**src/rtl/multi_cycle_ctrl_pkg.sv**
```systemverilog
// Shared encodings for the multi-cycle CPU control FSM: states, instruction classes,
// PC source selection and the default handshake timeout.
package multi_cycle_ctrl_pkg;

  localparam int TIMEOUT_CYC_DEF = 15;

  typedef enum logic [2:0] {
    ST_IDLE   = 3'd0,
    ST_FETCH  = 3'd1,
    ST_DECODE = 3'd2,
    ST_EXEC   = 3'd3,
    ST_MEM    = 3'd4,
    ST_WB     = 3'd5,
    ST_HALT   = 3'd6,
    ST_FAULT  = 3'd7
  } state_t;

  typedef enum logic [2:0] {
    CLS_ALU      = 3'd0,
    CLS_LOAD     = 3'd1,
    CLS_STORE    = 3'd2,
    CLS_BRANCH   = 3'd3,
    CLS_JUMP     = 3'd4,
    CLS_JUMP_REG = 3'd5,
    CLS_MULT     = 3'd6,
    CLS_HALT     = 3'd7
  } cls_t;

  typedef enum logic [1:0] {
    PC_PLUS4  = 2'd0,
    PC_BRANCH = 2'd1,
    PC_JUMP   = 2'd2,
    PC_REG    = 2'd3
  } pc_sel_t;

  function automatic pc_sel_t pc_sel_for(input cls_t c, input logic taken);
    case (c)
      CLS_BRANCH:   return taken ? PC_BRANCH : PC_PLUS4;
      CLS_JUMP:     return PC_JUMP;
      CLS_JUMP_REG: return PC_REG;
      default:      return PC_PLUS4;
    endcase
  endfunction

endpackage

```
**src/rtl/multi_cycle_ctrl_perf_counters.sv**
```systemverilog
// Retired-instruction and memory-stall counters; only instantiated when PERF_CNT_EN is defined.
module perf_counters (
  input  logic        clk,
  input  logic        rst_n,
  input  logic        pc_en,
  input  logic        stall,
  output logic [31:0] instr_cnt,
  output logic [31:0] stall_cnt
);

  // Both counters wrap naturally at 32 bits.
  always_ff @(posedge clk or negedge rst_n) begin
    if (!rst_n) begin
      instr_cnt <= '0;
      stall_cnt <= '0;
    end else begin
      if (pc_en) instr_cnt <= instr_cnt + 32'd1;
      if (stall) stall_cnt <= stall_cnt + 32'd1;
    end
  end

endmodule

```
**src/rtl/multi_cycle_ctrl.sv**
```systemverilog
// Multi-cycle CPU control FSM with memory handshake timeout.
// Optional performance counters are enabled with the PERF_CNT_EN macro.
module multi_cycle_ctrl
  import multi_cycle_ctrl_pkg::*;
#(
  parameter int TIMEOUT_CYC = TIMEOUT_CYC_DEF
) (
  input  logic        clk,
  input  logic        rst_n,
  input  logic        start,
  input  logic        imem_ack,
  input  logic        dmem_ack,
  input  logic [2:0]  cls,
  input  logic        wr_req,
  input  logic        br_taken,
  output logic        imem_req,
  output logic        ir_en,
  output logic        dmem_rd,
  output logic        dmem_wr,
  output logic        rf_we,
  output logic        hilo_we,
  output logic        pc_en,
  output logic [1:0]  pc_sel,
  output logic        busy,
  output logic        halted,
  output logic        fault,
`ifdef PERF_CNT_EN
  output logic [31:0] instr_cnt,
  output logic [31:0] stall_cnt,
`endif
  output logic [2:0]  state
);

  localparam int CNT_W = $clog2(TIMEOUT_CYC + 1) + 1;

  state_t           state_q, state_d;
  cls_t             cls_e;
  pc_sel_t          sel;
  logic [CNT_W-1:0] wait_cnt;
  logic             timeout;

  assign cls_e   = cls_t'(cls);
  assign timeout = (wait_cnt == CNT_W'(TIMEOUT_CYC - 1));

  always_ff @(posedge clk or negedge rst_n) begin
    if (!rst_n) state_q <= ST_IDLE;
    else        state_q <= state_d;
  end

  // Counts cycles spent waiting in FETCH/MEM; any state change restarts it.
  always_ff @(posedge clk or negedge rst_n) begin
    if (!rst_n)
      wait_cnt <= '0;
    else if ((state_d == state_q) && (state_q == ST_FETCH || state_q == ST_MEM))
      wait_cnt <= wait_cnt + CNT_W'(1);
    else
      wait_cnt <= '0;
  end

  always_comb begin
    state_d  = state_q;
    imem_req = 1'b0;
    ir_en    = 1'b0;
    dmem_rd  = 1'b0;
    dmem_wr  = 1'b0;
    rf_we    = 1'b0;
    hilo_we  = 1'b0;
    pc_en    = 1'b0;
    sel      = PC_PLUS4;
    case (state_q)
      ST_IDLE: if (start) state_d = ST_FETCH;
      ST_FETCH: begin
        imem_req = 1'b1;
        if (imem_ack) begin
          ir_en   = 1'b1;
          state_d = ST_DECODE;
        end else if (timeout) begin
          state_d = ST_FAULT;
        end
      end
      ST_DECODE: state_d = (cls_e == CLS_HALT) ? ST_HALT : ST_EXEC;
      ST_EXEC: begin
        case (cls_e)
          CLS_LOAD, CLS_STORE: state_d = ST_MEM;
          CLS_ALU:             state_d = ST_WB;
          default: begin
            if (cls_e == CLS_JUMP && wr_req) begin
              state_d = ST_WB;
            end else begin
              hilo_we = (cls_e == CLS_MULT);
              pc_en   = 1'b1;
              sel     = pc_sel_for(cls_e, br_taken);
              state_d = ST_FETCH;
            end
          end
        endcase
      end
      ST_MEM: begin
        // A store retires directly from MEM; anything else is treated as a load.
        dmem_wr = (cls_e == CLS_STORE);
        dmem_rd = (cls_e != CLS_STORE);
        if (dmem_ack) begin
          if (cls_e == CLS_STORE) begin
            pc_en   = 1'b1;
            state_d = ST_FETCH;
          end else begin
            state_d = ST_WB;
          end
        end else if (timeout) begin
          state_d = ST_FAULT;
        end
      end
      ST_WB: begin
        rf_we   = wr_req;
        pc_en   = 1'b1;
        sel     = pc_sel_for(cls_e, br_taken);
        state_d = ST_FETCH;
      end
      default: state_d = state_q;
    endcase
  end

  assign pc_sel = sel;
  assign state  = state_q;
  assign busy   = (state_q == ST_FETCH) || (state_q == ST_DECODE) || (state_q == ST_EXEC) ||
                  (state_q == ST_MEM)   || (state_q == ST_WB);
  assign halted = (state_q == ST_HALT);
  assign fault  = (state_q == ST_FAULT);

`ifdef PERF_CNT_EN
  logic stall;
  assign stall = (state_q == ST_FETCH && !imem_ack) || (state_q == ST_MEM && !dmem_ack);

  perf_counters u_perf (
    .clk       (clk),
    .rst_n     (rst_n),
    .pc_en     (pc_en),
    .stall     (stall),
    .instr_cnt (instr_cnt),
    .stall_cnt (stall_cnt)
  );
`endif

endmodule

```
**config.mk**
```make
export PLATFORM = sky130hd
export DESIGN_NAME = multi_cycle_ctrl
export DESIGN_NICKNAME = d
export VERILOG_FILES = /design/src/rtl/multi_cycle_ctrl_pkg.sv /design/src/rtl/multi_cycle_ctrl_perf_counters.sv /design/src/rtl/multi_cycle_ctrl.sv
export SDC_FILE = /design/constraint.sdc
export NUM_CORES = 1
export LEC_CHECK = 0
export ABC_AREA = 1
export BUFFER_PORTS_ARGS = -buffer_cell sky130_fd_sc_hd__buf_2
export CORE_AREA = 2 2 39 41
export DETAILED_ROUTE_END_ITERATION = 7
export DIE_AREA = 0 0 41 43
export PLACE_DENSITY_LB_ADDON = 0.15
export SETUP_SLACK_MARGIN = 0.15
export SLEW_MARGIN = 10
export SYNTH_ARGS = -nofsm -noshare
export SYNTH_HDL_FRONTEND = slang
export SYNTH_HIERARCHICAL = 1
export SYNTH_SLANG_ARGS = --single-unit
```
**constraint.sdc**
```tcl
create_clock -name clk -period 2.2 [get_ports clk]
set_input_delay 0.11 -clock clk [delete_from_list [all_inputs] [get_ports clk]]
set_output_delay 0.11 -clock clk [all_outputs]
set_load 0.01 [all_outputs]
```
==> results of run 1 <==
layer usage:
metal  up-vias  wire [um]  GRT usage [%]
met5         -          0              0
met4         0         19           6.67
met3         2        128           7.85
met2        35        673           31.3
met1       318        708           24.3
li1        395          -              -
worst max path at each step:
| stage | slack [ps] | from | cells past startpoint | to |
|---|---|---|---|---|
| 2_1_floorplan | 730 | state[1] | 8 | wait_cnt[2] |
| 3_3_place_gp | 600 | state[2] | 10 | wait_cnt[0] |
| 3_5_place_dp | 580 | state[2] | 10 | wait_cnt[0] |
| 4_1_cts | 540 | state[1] | 6 | pc_en |
| 5_1_grt | 380 | state[2] | 10 | wait_cnt[3] |
| 6_report | 530 | state[1] | 6 | pc_en |
state kept, by name (all words and copies together), names as in the netlist:
register and count:
state 3, wait_cnt 5
cell type report:
class / count / area, um2
Fill cell: 151 / 566
Multi-Input combinational cell: 81 / 389
Sequential cell: 8 / 200
Timing Repair Buffer: 25 / 130
Inverter: 15 / 56.3
Clock buffer: 3 / 22.5
Tap cell: 16 / 20.0
cells in the final DEF (no fill, tap or decap):
master,count
nand2_1,28
buf_2,24
nor2_1,17
inv_1,13
nand3_1,11
dfrtp_1,8
o21ai_0,7
nor2_2,3
nand4_1,3
clkbuf_4,3
inv_2,2
xor2_1,2
a21oi_1,2
ha_1,2
o22ai_1,1
o211ai_1,1
nand2_2,1
xnor2_1,1
nor3_1,1
a31oi_1,1
dlygate4sd3_1,1
stage by stage:
| step | setup slack (ps) | hold WS (ps) | area [um2] |
|---|---|---|---|
| floorplan | 732 | -186 | 646 |
| global placement | 601 | -37.3 | 786 |
| detailed placement | 583 | -36.1 | 786 |
| CTS | 540 | 200 | 818 |
| global route | 383 | 238 | 818 |
| finish | 526 | 202 | 818 |
critical path: stages (launching register included):
cell     delay, ps
dfrtp_1        440
nor2_1         250
nand2_1        160
nor2_1         180
a21oi_1        100
nand2_1         60
buf_2          130
cells by family (layout without fill, tap and decap cells):
kind of cell,Yosys count,in the layout
xor+xnor,3,3
flops,8,8
fa+ha+maj,2,2
compound gates,12,12
simple gates,64,64
buf+inv,15,43
power by group through the flow:
stage	Clock [mW]	Sequential (mW)	Combinational (mW)
2_1_floorplan	0	0.232	0.316
3_3_place_gp	0	0.226	0.472
3_5_place_dp	0	0.229	0.472
4_1_cts	0.114	0.226	0.476
5_1_grt	0.122	0.232	0.542
6_report	0.111	0.226	0.474
==> key figures, run 1 <==
Synthesis
  • Synth top area share: 31.0%
  • Yosys warns: 6
  • Top_reg_cell synth: dfrtp_1
  • Post-synth EDFFs: 0
  • Cell taking the most area after synthesis: dfrtp_1
  • Async set-reset flop share out of synthesis: 100%
  • Synth Area per Inst: 6.21 um2
  • Largest family of logic cells by synthesized area: simple AND/OR/NAND/NOR gates
  • Most frequent cells after synthesis: 28 x nand2_1, 17 x nor2_1, 13 x inv_1, 11 x nand3_1, 8 x dfrtp_1
  • Gate Count Post-Synth: 104
  • Yosys cell types: 18
  • Post-Synth XOR/XNOR Area: 4.07%
  • Synth Area in Adders: 3.88%
  • Syn Nets: 116
  • Synth Area in Simple Gates: 42.2%
  • Top cells by area, synth: dfrtp_1 31%, nand2_1 16%, nor2_1 9.9%
  • Sequential fraction of the synthesis area: 31.0%
  • Top-count cell post-synth: nand2_1
  • Complex-gate fraction of the synthesized area: 10.1%
  • #FFs+latches synth: 8
  • Post-synthesis mux area share: 0%
  • Post-Syn Area: 646 um2

Timing
  • Setup total negative slack: 0 ps
  • Final hold vios: 0
  • Skew final: 5.92 ps
  • Final Cycle Share: 76.1%
  • Final Critical Period: 1670 ps
  • RSZ-0062 raised after global routing: no
  • Worst-Margin Slew: 245 ps
  • Worst slew margin: 83.6%
  • Fmax: 0.597 GHz
  • Count of pins over their slew limit: 0
  • Final setup fails: 0

Route
  • Post-route ant nets: 0
  • Initial DRC count: 27
  • Via count: 750
  • Vias/cell: 5.07
  • Routed WL: 1.53 mm
  • Drc violations: 0
  • Routed len/inst: 10.3 um
  • DR pass1 iterations: 4

Global routing
  • Global router's overall resource usage: 20.1%
  • Vias in the first global route: 655
  • Largest net degree at the start of global routing: 9
  • GR Overflow Total: 0
  • Initial antenna violation count: 0
  • Global-route wire length before repair: 2.44 mm

Setup path
  • Nature of the critical path startpoint: flip-flop
  • CP max FO: 7
  • Crit path DAT: 1560 ps
  • Capturing point of the worst reg2reg path: wait_cnt[3]
  • CP Capture Type: output pin
  • RR Startpoint: state[2]
  • WP data required: 2090 ps
  • Critical path type: flip-flop to output pin
  • Worst Reg2Reg Path Length in Cells: 10
  • Reg2reg setup slack: 580 ps

Clock network
  • Root buffer cell: clkbuf_4
  • Clk buf depth: 2
  • Post-CTS setup buffers: 0
  • Clock sink total: 8
  • Clock-pin slew on the worst setup and hold paths: 60 ps
  • CTS Hold Bufs: 1
  • Skew-Pair Late Insertion Delay: 250 ps
  • Post-CTS sizing: 0
  • H-tree depth: 1
  • Number of buffers created by CTS: 3
  • CTS tree: built

Floorplanning
  • Initial Utilization: 46.7%
  • I/O pin count: 25
  • Die Area: 1760 um2
  • Area of the core: 1380 um2
  • Die W: 41 um
  • FP Rows: 14
  • DIE HEIGHT: 43 um

Hold path
  • Min-delay worst type: input port to flip-flop
  • Hold path cells: 4
  • Sink of the worst hold path: state[2]
  • Hold Startpoint: imem_ack

Power and ir drop
  • VDD IR max: 418 uV
  • P_sw: 0.400 mW
  • Clock share of power: 13.7%
  • PwrDens: 992 nW/um2
  • Seq pwr share: 27.9%
  • Total power: 0.812 mW
  • Int Power: 0.411 mW
  • Logic gate share of total power: 58.4%
  • Sw frac: 49.3%
  • P_leak: 0.478 nW

Status
  • Status: finished, final reports clean

Finish
  • Area growth, synth to finish: 26.7%
  • Final non-filler cell total: 148
  • Ratio of cells with drive above 1 in the final layout: 25.0%
  • Post-layout util: 59.1%
  • ANT cells: 0
  • Nets: 146

Placement
  • Final HPWL DP: 1.29 mm
  • # port buffers: 24
  • Routability cong.: 0.840
  • Placed cell count: 144

Flow run
  • Max-Cap Viols: 0
(Power assumes the default switching activity.)
==> run 2, diff against run 1 <==
ABC_AREA = 0   (was 1)
CORE_AREA = not set   (was 2 2 39 41)
CORE_MARGIN = 2   (was not set)
CORE_UTILIZATION = 49   (was not set)
DIE_AREA = not set   (was 0 0 41 43)
clock period = 1.6 ns   (was 2.2 ns; I/O delays follow)
==> key figures, run 2 <==
Timing
  • Fmax: 0.579 GHz
  • RSZ-0062 raised after global routing: yes (was no)
  • Final setup fails: 6 (was 0)
  • Worst-Margin Slew: 458 ps (was 245 ps)
  • Final hold vios: 0 (unchanged)
  • Setup WS post-layout: -127 ps (was 526 ps)
  • Count of pins over their slew limit: 0 (unchanged)
  • Min Hold Slack: 182 ps (was 202 ps)
  • Final Critical Period: 1730 ps
  • Skew final: 14.8 ps (was 5.92 ps)
  • Worst slew margin: 69.4% (was 83.6%)
  • Final Cycle Share: 108%

Synthesis
  • Synth Area per Inst: 8.41 um2 (was 6.21 um2)
  • Post-Syn Area: 757 um2 (was 646 um2)
  • Top-count cell post-synth: a21oi_1 (was nand2_1)
  • Synth top area share: 26.4% (was 31.0%)
  • Top_reg_cell synth: dfrtp_1 (unchanged)
  • Gate Count Post-Synth: 90 (was 104)
  • Async set-reset flop share out of synthesis: 100% (unchanged)
  • Cell taking the most area after synthesis: dfrtp_1 (unchanged)
  • Top cells by area, synth: dfrtp_1 26%, a21oi_1 6.0%, nand2b_1 5.0% (was dfrtp_1 31%, nand2_1 16%, nor2_1 9.9%)
  • Sequential fraction of the synthesis area: 26.4% (was 31.0%)
  • Most frequent cells after synthesis: 9 x a21oi_1, 8 x dfrtp_1, 8 x nor2_1, 6 x nand2b_1, 6 x nor3_1 (was 28 x nand2_1, 17 x nor2_1, 13 x inv_1, 11 x nand3_1, 8 x dfrtp_1)
  • Yosys warns: 6 (unchanged)
  • #FFs+latches synth: 8 (unchanged)
  • Post-synth EDFFs: 0 (unchanged)
  • Syn Nets: 102 (was 116)
  • Yosys cell types: 33 (was 18)

Finish
  • Ratio of cells with drive above 1 in the final layout: 55.6% (was 25.0%)
  • Final Instance Area: 1160 um2 (was 818 um2)
  • Nets: 147 (was 146)
  • Most frequent cells in the layout: 24 x buf_2, 17 x buf_4, 9 x a21oi_1 (was 28 x nand2_1, 24 x buf_2, 17 x nor2_1)
  • Largest register by flop count: wait_cnt (unchanged)
  • Most common cell after layout, fill and taps aside: buf_2 (was nand2_1)
  • Max reg flops: 5 (unchanged)
  • ANT cells: 0 (unchanged)
  • Area growth, synth to finish: 52.7% (was 26.7%)
  • Fill count: 107 (was 151)
  • Final non-filler cell total: 149 (was 148)

Floorplanning
  • Die Area: 1880 um2 (was 1760 um2)
  • Die W: 43.3 um (was 41 um)
  • DIE HEIGHT: 43.3 um (was 43 um)
  • I/O pin count: 25 (unchanged)
  • FP Rows: 14 (unchanged)
  • Area of the core: 1470 um2 (was 1380 um2)
  • Initial Utilization: 51.4% (was 46.7%)

Setup path
  • RR Startpoint: wait_cnt[1] (was state[2])
  • Crit path DAT: 1880 ps (was 1560 ps)
  • Reg2reg setup slack: -130 ps (was 580 ps)
  • Critical path type: flip-flop to flip-flop (was flip-flop to output pin)
  • WP data required: 1750 ps (was 2090 ps)
  • CP max FO: 5 (was 7)
  • Worst setup startpoint: wait_cnt[1] (was state[1])
  • Nature of the critical path startpoint: flip-flop (unchanged)
  • CP Capture Type: flip-flop (was output pin)

Placement
  • Final HPWL DP: 1.44 mm (was 1.29 mm)
  • Routability cong.: 0.738 (was 0.840)
  • Placed cell count: 132 (was 144)
  • Post-Place Worst Slack: -48.5 ps (was 583 ps)
  • Cell Area, Placed: 927 um2 (was 786 um2)
  • # port buffers: 24 (unchanged)

Route
  • Post-route ant nets: 0 (unchanged)
  • Drc violations: 0 (unchanged)
  • Routed WL: 2.31 mm (was 1.53 mm)
  • DR pass1 iterations: 4 (unchanged)
  • Routed len/inst: 15.5 um (was 10.3 um)
  • Vias/cell: 5.81 (was 5.07)
  • Via count: 866 (was 750)
  • Initial DRC count: 13 (was 27)

Global routing
  • Largest net degree at the start of global routing: 17 (was 9)
  • GR Overflow Total: 0 (unchanged)
  • Global-route wire length before repair: 3.46 mm (was 2.44 mm)
  • Initial antenna violation count: 0 (unchanged)
  • Global router's overall resource usage: 25.5% (was 20.1%)
  • Vias in the first global route: 771 (was 655)

Clock network
  • Number of buffers created by CTS: 3 (unchanged)
  • H-tree depth: 1 (unchanged)
  • Clk buf depth: 2 (unchanged)
  • Skew-Pair Late Insertion Delay: 270 ps (was 250 ps)
  • CTS tree: built (unchanged)
  • Clock sink total: 8 (unchanged)
  • Root buffer cell: clkbuf_4 (unchanged)
  • Clock-pin slew on the worst setup and hold paths: 60 ps (about the same)

Flow run
  • Max-Cap Viols: 0 (unchanged)

Power and ir drop
  • VDD IR max: 1030 uV (was 418 uV)
  • Clock share of power: 8.7% (was 13.7%)
  • Sw frac: 45.1% (was 49.3%)
  • Int Power: 1.03 mW (was 0.411 mW)
  • PwrDens: 1630 nW/um2 (was 992 nW/um2)
  • P_sw: 0.850 mW (was 0.400 mW)
  • Logic gate share of total power: 74.2% (was 58.4%)
  • Seq pwr share: 17.1% (was 27.9%)
  • P_leak: 0.546 nW (was 0.478 nW)

Status
  • Failing checks: negative setup slack
  • Status: complete, but fails checks (was finished, final reports clean)

Hold path
  • Min-delay worst type: input port to asynchronous set/reset pin (was input port to flip-flop)
## run 2: stage by stage
step | TNS (ps) | utilization, % | power [mW]
floorplan | -13.4 | - | 0.977
global placement | 0 | 63.0 | 1.28
detailed placement | -81.7 | 63.0 | 1.30
CTS | -126 | 73.9 | 1.72
global route | -1010 | 78.6 | 1.99
finish | -451 | 78.6 | 1.88
## run 2: critical path, stage by stage, from the launching register on
cell and delay [ps]:
dfrtp_1 390, ha_2 170, and4b_2 290, nor4_4 230, o221ai_4 170, a2111oi_2 360
## run 2: layout make-up
type / instances / area (um2) / area share (%)
sequential: 8 / 201 / 17.4
clock buffer: 3 / 22.5 / 1.95
timing repair buffer: 46 / 312 / 26.9
multi-input combinational: 72 / 586 / 50.6
inverter: 4 / 15.0 / 1.30
tap: 16 / 20.0 / 1.73
## run 2: power by group through the flow
stage	sequential [mW]	clock, mW	combinational [mW]
2_1_floorplan	0.336	0	0.642
3_3_place_gp	0.315	0	0.962
3_5_place_dp	0.322	0	0.982
4_1_cts	0.316	0.161	1.24
5_1_grt	0.326	0.173	1.49
6_report	0.322	0.164	1.40
## run 2: kinds of logic after synthesis
family          Yosys count  synth area share (%)
flops                     8                  26.4
buf+inv                  10                  10.1
compound gates           24                  22.0
xor+xnor                  4                  5.62
simple gates             42                  32.6
fa+ha+maj                 2                  3.31
## run 2: routing by layer
metal / wire length [um] / part of all wire (%) / up-vias / global-route usage (%)
li1: - / - / 418 / -
met1: 943 / 41 / 414 / 29.7
met2: 1200 / 52 / 27 / 42.7
met3: 90 / 3.9 / 7 / 2.98
met4: 69 / 3.0 / 0 / 18.2
met5: 0 / 0 / - / 0
## run 2: path summary, 6_finish.rpt
| path | endpoint | depth (start not counted) |
|---|---|---|
| worst max-delay path | wait_cnt[1] | 5 |
| worst min-delay path | state[2] | 2 |
| worst max register to register | wait_cnt[1] | 5 |
| worst min register to register | wait_cnt[0] | 2 |
| max in group asynchronous | wait_cnt[2] | 2 |
| min in group clk | state[1] | 3 |
## run 2: timing repair
item | CTS | global route
endpoints found under the hold margin | 8 | 0
setup endpoints to repair | 11 | 18
cloned | 0 | 0
resized for setup | 14 | 9
buffers inserted | 9 | 4
pin swaps | 6 | 8
hold buffers | 1 | 0
